File: config.mk
export PLATFORM = sky130hd
export DESIGN_NAME = pilha_param
export DESIGN_NICKNAME = d
export VERILOG_FILES = /design/src/rtl/pilha_param.sv
export SDC_FILE = /design/constraint.sdc
export NUM_CORES = 1
export LEC_CHECK = 0
export BUFFER_PORTS_ARGS = -buffer_cell sky130_fd_sc_hd__buf_2
export CAP_MARGIN = 40
export CORE_MARGIN = 2
export CORE_UTILIZATION = 25
export CTS_BUF_LIST = sky130_fd_sc_hd__clkbuf_4 sky130_fd_sc_hd__clkbuf_8
export CTS_CLUSTER_SIZE = 30
export DETAILED_ROUTE_END_ITERATION = 12
export PLACE_DENSITY = 0.42
export SYNTH_ARGS = -nofsm -noshare
export SYNTH_HDL_FRONTEND = slang
export SYNTH_SLANG_ARGS = --single-unit
File: constraint.sdc
create_clock -name clk -period 5.5 [get_ports clk]
set_clock_uncertainty 0.1 [all_clocks]
set_input_delay 0.825 -clock clk [delete_from_list [all_inputs] [get_ports clk]]
set_output_delay 0.825 -clock clk [all_outputs]
set_load 0.02 [all_outputs]
File: src/rtl/pilha_param.sv
// pilha_param: parametrised return-address stack.
//
// Holds up to DEPTH return addresses of WIDTH bits. The top entry is always
// visible on saida (registered, 0 when empty), so a consumer reads saida in
// the same cycle it pulses pop. Push and pop together replace the top entry.
// With CIRCULAR=1 a push into a full stack overwrites the oldest entry and
// pulses descarte. Otherwise the push is rejected and sets the sticky erro.
//
// Ports:
//   clk      - single clock, rising edge
//   rst      - synchronous reset, active low
//   push     - push dado this cycle
//   pop      - remove top entry this cycle
//   dado     - value to push
//   clr_erro - clears sticky erro (a concurrent error event wins)
//   saida    - registered top entry, 0 when empty
//   vazia    - stack empty
//   cheia    - stack full
//   nivel    - number of valid entries
//   erro     - sticky: rejected push or pop on empty
//   descarte - one-cycle pulse after the oldest entry was overwritten
module pilha_param #(
  parameter int WIDTH    = 32,
  parameter int DEPTH    = 16,
  parameter bit CIRCULAR = 1'b0
) (
  input  logic                       clk,
  input  logic                       rst,
  input  logic                       push,
  input  logic                       pop,
  input  logic [WIDTH-1:0]           dado,
  input  logic                       clr_erro,
  output logic [WIDTH-1:0]           saida,
  output logic                       vazia,
  output logic                       cheia,
  output logic [$clog2(DEPTH+1)-1:0] nivel,
  output logic                       erro,
  output logic                       descarte
);

  localparam int LW = $clog2(DEPTH + 1);
  localparam int AW = $clog2(DEPTH);

  logic [WIDTH-1:0] mem [DEPTH];

  // ptr is the next free slot. In reject mode it counts 0..DEPTH and never
  // wraps. In circular mode it wraps modulo DEPTH, so when the ring is full
  // it also addresses the oldest entry, which is the slot to overwrite.
  logic [LW-1:0]    ptr, ptrNxt;
  logic [LW-1:0]    level, levelNxt;
  logic [WIDTH-1:0] saidaNxt;
  logic [LW-1:0]    topIdx, belowIdx, wrIdx;
  logic             wrEn, errEvt, descNxt;
  logic             isEmpty, isFull;

  function automatic logic [LW-1:0] ptrInc(input logic [LW-1:0] p);
    if (CIRCULAR && p == LW'(DEPTH - 1)) return '0;
    return p + LW'(1);
  endfunction

  // Only reached at p==0 in circular mode; in reject mode ptr==level>=1
  // whenever a decrement is used.
  function automatic logic [LW-1:0] ptrDec(input logic [LW-1:0] p);
    if (p == '0) return LW'(DEPTH - 1);
    return p - LW'(1);
  endfunction

  assign isEmpty  = (level == '0);
  assign isFull   = (level == LW'(DEPTH));
  assign topIdx   = ptrDec(ptr);
  assign belowIdx = ptrDec(topIdx);

  always_comb begin
    wrEn     = 1'b0;
    wrIdx    = ptr;
    ptrNxt   = ptr;
    levelNxt = level;
    saidaNxt = saida;
    errEvt   = 1'b0;
    descNxt  = 1'b0;
    if (push && pop && !isEmpty) begin
      // Replace the top in place; legal even when full.
      wrEn     = 1'b1;
      wrIdx    = topIdx;
      saidaNxt = dado;
    end else if (push) begin
      // Also covers push+pop on an empty stack.
      if (!isFull) begin
        wrEn     = 1'b1;
        ptrNxt   = ptrInc(ptr);
        levelNxt = level + LW'(1);
        saidaNxt = dado;
      end else if (CIRCULAR) begin
        wrEn     = 1'b1;
        ptrNxt   = ptrInc(ptr);
        saidaNxt = dado;
        descNxt  = 1'b1;
      end else begin
        errEvt = 1'b1;
      end
    end else if (pop) begin
      if (!isEmpty) begin
        ptrNxt   = topIdx;
        levelNxt = level - LW'(1);
        saidaNxt = (level >= LW'(2)) ? mem[AW'(belowIdx)] : '0;
      end else begin
        errEvt = 1'b1;
      end
    end
  end

  always_ff @(posedge clk) begin
    if (!rst) begin
      ptr      <= '0;
      level    <= '0;
      saida    <= '0;
      erro     <= 1'b0;
      descarte <= 1'b0;
    end else begin
      ptr      <= ptrNxt;
      level    <= levelNxt;
      saida    <= saidaNxt;
      erro     <= errEvt | (erro & ~clr_erro);
      descarte <= descNxt;
    end
  end

  // Storage is never reset; entries above the level are never exposed.
  always_ff @(posedge clk) begin
    if (rst && wrEn) mem[AW'(wrIdx)] <= dado;
  end

  assign vazia = isEmpty;
  assign cheia = isFull;
  assign nivel = level;

endmodule

==> results.cfg <==
[global_routing]
grt_pass1_vias = 12100
grt_pass1_wl_mm = 84.3
grt_antenna_before_repair = 2
grtUsageTotal_pct = 12.9
grt_max_degree = 66
grt-ovfl-total = 0

[clocking]
cts_tree = built
cts_max_level = 3
cts_resized = 0
postCtsSetupBuffers = 0
cts-buffers-inserted = 94
cts_sinks = 555
clockRootBuffer = clkbuf_8
clkLatencyLatePin_ns = 0.68
cts_hold_buf = 0
cts_buffer_depth = 3
clk_pin_slew_ns = 0.06

[drt]
first_pass_iters = 6
num_vias = 11200
drc_errors = 0
first_iter_violations = 788
ant_nets = 0
viasPerCell = 4.50
post_drt_wl_per_cell_um = 23.1
wirelength_mm = 57.4

[synth]
syn_avg_cell_area_um2 = 19.6
async_flop_share_pct = 0
synth_warnings = 0
ys_ff_latch = 555
ys.flop_type = edfxtp_1
synth_fp_nets = 1155
yosysSeqAreaShare_pct = 74.5
synth-edff-count = 512
syn_area_um2 = 21800
netlist-cell-type-count = 53
synth_cells = 1109

[pwr]
seq_power_share_pct = 38.5
power_density_nw_per_um2 = 515
combPwrFrac_pct = 33.0
cellLeakagePower_nw = 8.26
switching_power_mw = 4.40
p_clk_share_pct = 28.4
internal_power_mw = 8.87
p_sw_share_pct = 33.2
peakVddDrop_mv = 0.470

[timing]
fin_crit_ns = 3.99
slew-limit-headroom_pct = 39.6
finalCritPeriodShare_pct = 72.5
hold_ws_ns = 0.386
worst_slew_pin_slew_ns = 0.905
rsz0062_at_grt = false
hold_viol = 0
finalMaxSlewViolations = 0
clock.fmax_ghz = 0.251
final-setup-viol-count = 0
tns_ns = 0

[layout]
layout_commonest_cell = edfxtp_1
nets = 1295
areaGrowthSynthToFinish_pct = 18.3
final_cell_mix = edfxtp_1, mux4_2, clkbuf_8
drive_gt1_share_pct = 33.9

[die]
die_w_um = 299
num_rows = 108
ioPinCount = 78
die_y_um = 299
start_util_pct = 25.2
die-area_um2 = 89500
core_area_um2 = 86600

[place]
gp_congestion = 0.697
place_hpwl_mm = 31.7
portBuffers = 76

[outcome]
status = finished, final reports clean

[min_path]
hold_path_class = input pin to flop

[worst_setup_path]
arrival_ns = 4.20
endpoint_kind = flop
critPathKind = flop to flop
cp_data_required_time_ns = 5.71
cp_max_fo = 21
cp-start-kind = flop

[job]
maxCapViolCount = 0
==> cell families (layout without fill, tap and decap cells) <==
family                     count (synthesis)  count (layout)  synth area share [%]
AOI/OAI and AO/OA                        151             151                  4.93
DFF                                      555             555                  74.5
other                                      1               5                0.0172
buffers and inverters                     82             300                  1.99
and+or+nand+nor                          148             148                  3.03
adders and majority gates                  9               9                 0.551
xor gates and xnor gates                   8               8                 0.356
muxes                                    155             155                  14.6
==> layout make-up <==
type                       count  area (um^2)
clock buffer                 137         1690
clock inverter                37          239
tap                         1155         1450
multi-input combinational    472         5280
fill                        8495        60800
inverter                      10         37.5
sequential                   555        16200
timing repair buffer         116          841
antenna                        4         10.0
==> worst paths after layout <==
path	endpoint	startpoint	slack, ns	cells past startpoint
max reg2reg	mem[7][16]	nivel[0]	1.51	8
min	erro	clr_erro	0.39	3
min reg2reg	saida[5]	saida[5]	0.46	2
max	mem[7][16]	nivel[0]	1.51	8
==> registers in the layout, summed over array words and instances (netlist names) <==
| register | flops |
|---|---|
| erro | 1 |
| saida | 32 |
| nivel | 5 |
| ptr | 5 |
| mem | 512 |
==> Yosys cell counts, types with 15 or more instances <==
cell	instances	area (um^2)
nor2_1	25	93.8
mux2_2	21	236
buf_4	15	113
nand2_1	82	308
mux4_2	128	2880
clkbuf_1	31	116
buf_2	19	95.1
a311o_1	21	210
o21ai_0	36	180
a31oi_1	32	200
edfxtp_1	512	15400
dfxtp_1	43	861
a221oi_1	21	184
==> power groups by stage <==
| stage | registers [mW] | clock network (mW) | logic, mW |
|---|---|---|---|
| final | 5.11 | 3.77 | 4.38 |
| after global routing | 5.15 | 4.07 | 4.76 |
| after CTS | 5.12 | 3.91 | 4.51 |
| after detailed placement | 5.21 | 0 | 4.49 |
| after global placement | 5.20 | 0 | 4.45 |
| after floorplan | 5.27 | 0 | 2.99 |
==> stage by stage <==
stage	setup WS [ns]	cell area, um^2	utilization [%]	power [mW]	std cells
after detailed placement	1.42	23800	27.5	9.70	2308
after global routing	1.16	25800	29.7	14.0	2483
after CTS	1.39	25800	29.7	13.5	2482
after global placement	1.40	23700	27.4	9.66	2304
final	1.51	25800	29.8	13.3	2486
after floorplan	1.52	21800	-	8.25	1109
==> worst max-delay path, stage by stage (launching register included) <==
cell and delay [ns]:
dfxtp_1 0.38, or4_1 0.60, o21ai_1 0.47, or2_1 0.34
nand2_1 0.11, o21ai_0 0.15, nand3_1 0.40, nor2_4 0.56
buf_4 0.51
==> layer usage <==
layer / vias up / routed length [um] / track usage, %
li1: 4887 / - / -
met1: 5976 / 25400 / 16.8
met2: 232 / 28500 / 21.8
met3: 80 / 2370 / 2.38
met4: 0 / 1110 / 4.06
met5: - / 0 / 0
(Power assumes the default switching activity.)
